File: src/rtl/tt_mux_ctrl.sv
// tt_mux_ctrl: upstream control stage for the project multiplexer.
//
// Drives the mux enable, the 5-bit project address and the 18-bit project
// input word. It also registers the 24-bit output word returned by the mux.
// Project selection comes from three asynchronous pins:
//   - sel_rst_n returns the selection to address 0;
//   - each rising edge of sel_inc advances the address;
//   - sel_ena is a level request to enable the selected project.
// Every address change passes through a guard interval with the enable low.
//
// Ports:
//   clk, rst_n        system clock, asynchronous active-low reset
//   sel_rst_n         async pin, active low, selection back to address 0
//   sel_inc           async pin, rising edge advances the address
//   sel_ena           async pin, level request to enable the project
//   proj_clk          project clock, passed through combinationally to mux_iw[0]
//   proj_rst_n        async project reset, synchronised and gated to mux_iw[1]
//   ui_in, uio_in     project inputs, passed through to mux_iw[17:2]
//   mux_ena           registered mux enable
//   mux_addr          registered project address
//   mux_iw            project input word {uio_in, ui_in, proj_rst_gated, proj_clk}
//   mux_ow            project output word {uio_oe, uio_out, uo_out}
//   uo_out, uio_out,  registered project outputs, zero outside ACTIVE
//   uio_oe
//   state_o           current FSM state, for debug
module tt_mux_ctrl #(
    parameter int unsigned NUM_PROJECTS = 20,
    parameter int unsigned GUARD_CYCLES = 4,
    parameter int unsigned SYNC_STAGES  = 2
) (
    input  logic        clk,
    input  logic        rst_n,
    input  logic        sel_rst_n,
    input  logic        sel_inc,
    input  logic        sel_ena,
    input  logic        proj_clk,
    input  logic        proj_rst_n,
    input  logic [7:0]  ui_in,
    input  logic [7:0]  uio_in,
    output logic        mux_ena,
    output logic [4:0]  mux_addr,
    output logic [17:0] mux_iw,
    input  logic [23:0] mux_ow,
    output logic [7:0]  uo_out,
    output logic [7:0]  uio_out,
    output logic [7:0]  uio_oe,
    output logic [1:0]  state_o
);

    localparam logic [1:0] ST_IDLE   = 2'd0;
    localparam logic [1:0] ST_SWITCH = 2'd1;
    localparam logic [1:0] ST_ACTIVE = 2'd2;

    localparam logic [4:0] LAST_ADDR  = 5'(NUM_PROJECTS - 1);
    localparam logic [7:0] GUARD_LOAD = 8'(GUARD_CYCLES);

    // Synchronisers. All chains clear to 0, so the select reset reads as
    // asserted until the pin has been seen high for SYNC_STAGES edges.
    logic [SYNC_STAGES-1:0] r_sel_rst_sync;
    logic [SYNC_STAGES-1:0] r_sel_inc_sync;
    logic [SYNC_STAGES-1:0] r_sel_ena_sync;
    logic [SYNC_STAGES-1:0] r_proj_rst_sync;
    logic                   r_inc_prev;

    always_ff @(posedge clk or negedge rst_n) begin
        if (!rst_n) begin
            r_sel_rst_sync  <= '0;
            r_sel_inc_sync  <= '0;
            r_sel_ena_sync  <= '0;
            r_proj_rst_sync <= '0;
            r_inc_prev      <= 1'b0;
        end else begin
            r_sel_rst_sync  <= {r_sel_rst_sync[SYNC_STAGES-2:0], sel_rst_n};
            r_sel_inc_sync  <= {r_sel_inc_sync[SYNC_STAGES-2:0], sel_inc};
            r_sel_ena_sync  <= {r_sel_ena_sync[SYNC_STAGES-2:0], sel_ena};
            r_proj_rst_sync <= {r_proj_rst_sync[SYNC_STAGES-2:0], proj_rst_n};
            r_inc_prev      <= r_sel_inc_sync[SYNC_STAGES-1];
        end
    end

    logic w_sel_rst_n_s;
    logic w_sel_inc_s;
    logic w_sel_ena_s;
    logic w_proj_rst_n_s;
    logic w_inc_evt;

    assign w_sel_rst_n_s  = r_sel_rst_sync[SYNC_STAGES-1];
    assign w_sel_inc_s    = r_sel_inc_sync[SYNC_STAGES-1];
    assign w_sel_ena_s    = r_sel_ena_sync[SYNC_STAGES-1];
    assign w_proj_rst_n_s = r_proj_rst_sync[SYNC_STAGES-1];
    assign w_inc_evt      = w_sel_inc_s & ~r_inc_prev;

    // Selection FSM
    logic [1:0] r_state;
    logic [1:0] w_state_d;
    logic [4:0] r_addr;
    logic [4:0] w_addr_d;
    logic [4:0] w_addr_next;
    logic [7:0] r_guard;
    logic [7:0] w_guard_d;

    assign w_addr_next = (r_addr == LAST_ADDR) ? 5'd0 : r_addr + 5'd1;

    always_comb begin
        w_state_d = r_state;
        w_addr_d  = r_addr;
        w_guard_d = r_guard;
        if (!w_sel_rst_n_s) begin
            // Select reset wins over everything, including a same-cycle increment.
            w_state_d = ST_IDLE;
            w_addr_d  = 5'd0;
            w_guard_d = 8'd0;
        end else begin
            case (r_state)
                ST_IDLE: begin
                    if (w_inc_evt) begin
                        w_addr_d  = w_addr_next;
                        w_state_d = ST_SWITCH;
                        w_guard_d = GUARD_LOAD;
                    end else if (w_sel_ena_s) begin
                        w_state_d = ST_SWITCH;
                        w_guard_d = GUARD_LOAD;
                    end
                end
                ST_SWITCH: begin
                    if (w_inc_evt) begin
                        w_addr_d  = w_addr_next;
                        w_guard_d = GUARD_LOAD;
                    end else if (r_guard <= 8'd1) begin
                        // Last guard cycle; a zero count also counts as expired.
                        w_state_d = w_sel_ena_s ? ST_ACTIVE : ST_IDLE;
                        w_guard_d = 8'd0;
                    end else begin
                        w_guard_d = r_guard - 8'd1;
                    end
                end
                ST_ACTIVE: begin
                    if (w_inc_evt) begin
                        w_addr_d  = w_addr_next;
                        w_state_d = ST_SWITCH;
                        w_guard_d = GUARD_LOAD;
                    end else if (!w_sel_ena_s) begin
                        w_state_d = ST_IDLE;
                    end
                end
                default: begin
                    w_state_d = ST_IDLE;
                    w_guard_d = 8'd0;
                end
            endcase
        end
    end

    always_ff @(posedge clk or negedge rst_n) begin
        if (!rst_n) begin
            r_state <= ST_IDLE;
            r_addr  <= 5'd0;
            r_guard <= 8'd0;
        end else begin
            r_state <= w_state_d;
            r_addr  <= w_addr_d;
            r_guard <= w_guard_d;
        end
    end

    // The enable and output registers are loaded only when the FSM is in
    // ACTIVE and stays there. They therefore rise one cycle after ACTIVE
    // is entered, and drop on the same edge that leaves it.
    logic w_stay_active;
    assign w_stay_active = (r_state == ST_ACTIVE) && (w_state_d == ST_ACTIVE);

    logic        r_mux_ena;
    logic [23:0] r_ow;

    always_ff @(posedge clk or negedge rst_n) begin
        if (!rst_n) begin
            r_mux_ena <= 1'b0;
            r_ow      <= 24'h0;
        end else begin
            r_mux_ena <= w_stay_active;
            r_ow      <= w_stay_active ? mux_ow : 24'h0;
        end
    end

    // Hold the project in reset unless it is the active one.
    logic w_proj_rst_gated;
    assign w_proj_rst_gated = w_proj_rst_n_s & (r_state == ST_ACTIVE);

    assign mux_ena  = r_mux_ena;
    assign mux_addr = r_addr;
    assign mux_iw   = {uio_in, ui_in, w_proj_rst_gated, proj_clk};
    assign uo_out   = r_ow[7:0];
    assign uio_out  = r_ow[15:8];
    assign uio_oe   = r_ow[23:16];
    assign state_o  = r_state;

endmodule
File: config.mk
export PLATFORM = sky130hd
export DESIGN_NAME = tt_mux_ctrl
export DESIGN_NICKNAME = d
export VERILOG_FILES = /design/src/rtl/tt_mux_ctrl.sv
export SDC_FILE = /design/constraint.sdc
export NUM_CORES = 1
export LEC_CHECK = 0
export CAP_MARGIN = 20
export CORE_ASPECT_RATIO = 1.1
export CORE_MARGIN = 4
export CORE_UTILIZATION = 45
export CTS_BUF_LIST = sky130_fd_sc_hd__clkbuf_4 sky130_fd_sc_hd__clkbuf_8
export DETAILED_ROUTE_END_ITERATION = 10
export HOLD_SLACK_MARGIN = 0.02
export MAX_ROUTING_LAYER = met4
export PLACE_DENSITY = 0.87
export RECOVER_POWER = 50
export SLEW_MARGIN = 20
export SYNTH_ARGS = -nofsm -noshare
export SYNTH_HDL_FRONTEND = slang
export SYNTH_SLANG_ARGS = --single-unit
export TNS_END_PERCENT = 5
File: constraint.sdc
create_clock -name clk -period 4.9 [get_ports clk]
set_clock_uncertainty 0.15 [all_clocks]
set_input_delay 0.49 -clock clk [delete_from_list [all_inputs] [get_ports clk]]
set_output_delay 0.49 -clock clk [all_outputs]
set_load 0.01 [all_outputs]
## Yosys cells after proc, flatten, opt, wreduce, memory -nomap -nowiden

Cells that the tools add are included.

- Register bits: 49
- Input bits: 47
- Output and inout port bits: 50
- Word-level logic and storage cells: 50

- $add $sub $neg: 2
- Magnitude comparators: 1
- Equal/unequal tests: 8
- Mux-type cells: 21
- Bitwise operators: 3
- Reductions and logical operators: 5

Operators by type and width:

| kind | number |
|---|---|
| $mux W8 | 6 |
| $mux W24 | 1 |
| $pmux W8 S3 | 1 |
| $mux W5 | 4 |
| $mux W2 | 8 |
| $le A8 B1 Y1 const B | 1 |
| $sub A8 B1 Y8 const B | 1 |
| $pmux W2 S3 | 1 |
| $add A5 B1 Y5 const B | 1 |
| $eq A5 B5 Y1 const B | 1 |
| $eq A2 B2 Y1 const B | 2 |
| $ne A4 B4 Y1 const B | 1 |
| $reduce_and A2 Y1 | 2 |
| $ne A3 B3 Y1 const B | 1 |
| $reduce_or A3 Y1 | 1 |
| $and A1 B1 Y1 | 2 |
| $eq A2 B1 Y1 const B | 1 |
| $logic_not A2 Y1 | 1 |
| $ne A2 B1 Y1 const B | 1 |
| $ne A2 B2 Y1 const B | 1 |
| $logic_and A1 B1 Y1 | 1 |
| $not A1 Y1 | 1 |

## Longest topological paths before layout

- Depth after elaboration: 8
- Gate-level depth with buffers: 7
- Mapped depth without buffers: 6

## Least setup slack after synthesis

Ideal clock, no wire load.

- Path kind: reg2reg
- From: register r_guard[2]
- To: register r_guard[2]
- Library setup time: 129 ps
- Arrival: 1788 ps
- Required time: 4621 ps
- Path slack: 2833 ps
- Cell stages (with the launch flop): 6
- Path buffers: 1
- Period minus slack after synthesis: 2067 ps
- Cell sequence: dfrtp_1 > or4_4 > or4_4 > buf_6 > a31oi_1 > o2bb2ai_1

- Word-level cells in the longest chain between the ends: 5
- Elaborated cells between the ends (all ways): 6
- Classes of those cells: add/sub (1); order compare (1); mux (4)

RTL lines:

| element | RTL line | RTL |
|---|---|---|
| start: declaration | 99 | `logic [7:0] r_guard;` |
| start signal: assignment | 162 | `r_guard <= w_guard_d;` |
| $sub A8 B1 Y8 / $le A8 B1 Y1 (equally long branches) | 134, 129 |  |
| $mux W8 (*) | 129 | `end else if (r_guard <= 8'd1) begin` |
| $mux W8 (*) | 126 | `if (w_inc_evt) begin` |
| $pmux W8 S3 (*) | 114 | `case (r_state)` |
| $mux W8 (*) | 108 | `if (!w_sel_rst_n_s) begin` |

Every way passes the cells marked *; elsewhere a longest branch is shown, timed or not.
A chain may end at the register's enable or synchronous reset.

==> metrics.txt <==
met1 Use GR=0.144; Clock transition at path regs=roughly 0.080 ns; I/O pin total=97; Remaining DRCs=0; Die Area=around 5700 um2; share of layout cells above drive strength 1=0.0617; cell area after layout=2680 um2; simple-gate share of the synthesized area=0.200; busiest grt layer=met2; FMAX=between 300 and 400 MHz; Tmin final=between 2 and 3 ns; GRT Overall Usage=0.149; complex-gate fraction of the synthesized area=0.0842; Flop pwr share=0.506; Root Buffer=clkbuf_8; initial antenna violation count=0; Max VDD drop=between 0.2 and 0.25 mV; switching pwr=between 0.0002 and 0.00025 W; syn nets=228; Starting Density=0.468; largest net degree at the start of global routing=50; number of synthesized flops with an enable pin=0; crit path DAT=approximately 2.3 ns; vias in the first global route=between 1000 and 1500; initial DRC count=between 60 and 70; failing checks=capacitance limit, slew limit; setup_tns=0 ns; CTS buffer count=5; critical path required time=roughly 4.6 ns; ANT nets after route=0; Synth Area in Adders=0.0184; die width=slightly above 70 um; kind of critical path=in -> async; Distinct cells, synth=34; unrepaired setup endpoints after global routing=false; register area share after synthesis=0.602; Final #Nets=277; latest clock arrival within the worst-skew pair=roughly 0.3 ns; Post-Synth XOR/XNOR Area=0; Routed WL=between 3 and 4 mm; Post-Syn Area per Cell=11.4 um2; synthesized flop and latch total=slightly below 50; cts repair resizes=0; GRT overflow=0; Post CTS Setup Buffer Count=0; Int Pwr=around 0.00067 W; drt first pass iters=4; P_leak=roughly 1.2 nW; status=finished, violations left; crit-path max FO=49; area added between synthesis and finish=31.6%; Crit path max-delay family=buffers and inverters; port bufs=between 60 and 70; vias=1441; clock sink total=49; relative slew slack=-0.681; total power=approximately 0.00091 W; wire length per cell=13.6 um; final hold violation count=0; max cap viols=1; met3 usage=0.0691; H-tree depth=2; combinational share of power=0.196; clock power share=0.299; M2 GR Usage=0.255; first-pass GRT wire length=roughly 6.4 mm; Worst path max stage delay=between 1.5 and 2 ns; Post-Syn Instances=roughly 180; CTS tree=built; Final Max Slew Viols=50; CP Buf/Inv Count=1; utilization after layout=0.616; DP HPWL=2.85 mm; Power Dens Cells=338 nW/um2; Final Cycle Share=0.520; ANT cells=0; Final Setup Violations=0; mux cell area share after synthesis=0.00491; sequence of cells on the critical path=clkbuf_1; die height=78.6 um; Setup crit end kind=async pin; largest family of logic cells by synthesized area=simple AND/OR/NAND/NOR gates; fillers=~340; async set or reset register ratio after synthesis=1.00; Post-CTS Hold Buffers=0; worst hold path type=reg -> reg; worst-case clock buffer depth=2; core area=~4300 um2; Switching Fraction=0.263; Main synth FF type=dfrtp_1; dpl cell area=about 2600 um2; hold_ws=~0.20 ns; yosys warns=0; Core Rows=25; Post-Syn Area=2040 um2; worst-margin pin slew=~2.5 ns; CP max stage cell=clkbuf_1; Vias/cell=5.13; CP Launch Type=input port; RePlAce Congestion=between 0.7 and 0.8
-- kinds of logic (layout without fill, tap and decap cells) --
| family | after synthesis | after routing |
|---|---|---|
| simple gates | 69 | 69 |
| flops | 49 | 49 |
| compound gates | 27 | 27 |
| fa+ha+maj | 3 | 3 |
| buf+inv | 29 | 78 |
| mux | 1 | 1 |
-- synthesized netlist by cell type, types with 2 or more instances --
cell type	count	area (um2)
nor2b_1	3	18.8
nor2_1	8	30.0
inv_1	8	30.0
nand3_1	6	30.0
nor4b_1	2	17.5
nor4_1	2	12.5
buf_4	18	135
a21oi_1	4	20.0
or4_4	2	22.5
o21ai_0	4	20.0
clkbuf_1	2	7.51
and2_1	24	150
nand2_1	10	37.5
a31oi_1	10	62.6
dfrtp_1	49	1230
ha_1	3	37.5
or4_2	2	17.5
o22ai_1	3	18.8
nand2b_1	3	18.8
-- path summary, 6_finish.rpt --
check / start / end / slack (ns) / cells after the start
worst max-delay path: rst_n / r_ow[21]$_DFF_PN0_ / 2.35 / 1
worst min-delay path: r_sel_inc_sync[0]$_DFF_PN0_ / r_sel_inc_sync[1]$_DFF_PN0_ / 0.20 / 0
worst max register to register: state_o[0]$_DFF_PN0_ / r_guard[3]$_DFFE_PN0P_ / 2.71 / 4
worst min register to register: r_sel_inc_sync[0]$_DFF_PN0_ / r_sel_inc_sync[1]$_DFF_PN0_ / 0.20 / 0
max in group clk: state_o[0]$_DFF_PN0_ / mux_iw[1] / 2.62 / 3
min in group asynchronous: rst_n / r_guard[0]$_DFFE_PN0P_ / 0.82 / 1
-- registers in the layout (all words and copies together), names as in the netlist --
signal and flops:
r_ow 24, r_guard 8, mux_addr 5, r_proj_rst_sync 2, r_sel_ena_sync 2, r_sel_inc_sync 2
r_sel_rst_sync 2, state_o 2, mux_ena 1, r_inc_prev 1
-- through the flow --
stage               worst slack [ns]  instances
floorplan                       2.83        178
global placement                2.82        273
detailed placement              2.76        274
global route                    1.76        281
CTS                             2.61        281
finish                          2.35        281
-- cell type report --
type,count,area [um2],area share
inverters,8,30.0,0.0112
clock buffers,5,68.8,0.0257
well taps,54,67.6,0.0252
multi-input cells,100,627,0.234
flip-flops and latches,49,1230,0.458
repair buffers,63,626,0.233
clock inverters,2,35.0,0.0131
-- routing by layer --
| metal | vias to the layer above | share of wire |
|---|---|---|
| li1 | 688 | - |
| met1 | 688 | 0.37 |
| met2 | 56 | 0.52 |
| met3 | 9 | 0.096 |
| met4 | 0 | 0.017 |
| met5 | - | 0 |
-- cells in the final DEF, fill, tap and decap left out, types with 2 or more instances in the layout --
master / synthesis / final
clkdlybuf4s50_1: 0 / 57
inv_1: 8 / 8
o22ai_1: 3 / 3
or4_4: 2 / 2
clkbuf_8: 0 / 5
nor4b_1: 2 / 2
a21oi_1: 4 / 4
nand3_1: 6 / 6
nand2_1: 10 / 10
nor2_1: 8 / 8
nor2b_1: 3 / 3
nand2b_1: 3 / 3
a31oi_1: 10 / 10
ha_1: 3 / 3
o21ai_0: 4 / 4
and2_1: 24 / 24
nor4_1: 2 / 2
or4_2: 2 / 2
dfrtp_1: 49 / 49
dlygate4sd3_1: 0 / 4
-- power groups by stage --
stage | registers, W | clock network, W | logic, W
after floorplan | 0.000460 | 0 | 0.000143
after global placement | 0.000464 | 0 | 0.000172
after detailed placement | 0.000466 | 0 | 0.000178
after CTS | 0.000458 | 0.000282 | 0.000179
after global routing | 0.000462 | 0.000296 | 0.000198
final | 0.000458 | 0.000270 | 0.000177
(Power assumes the default switching activity.)
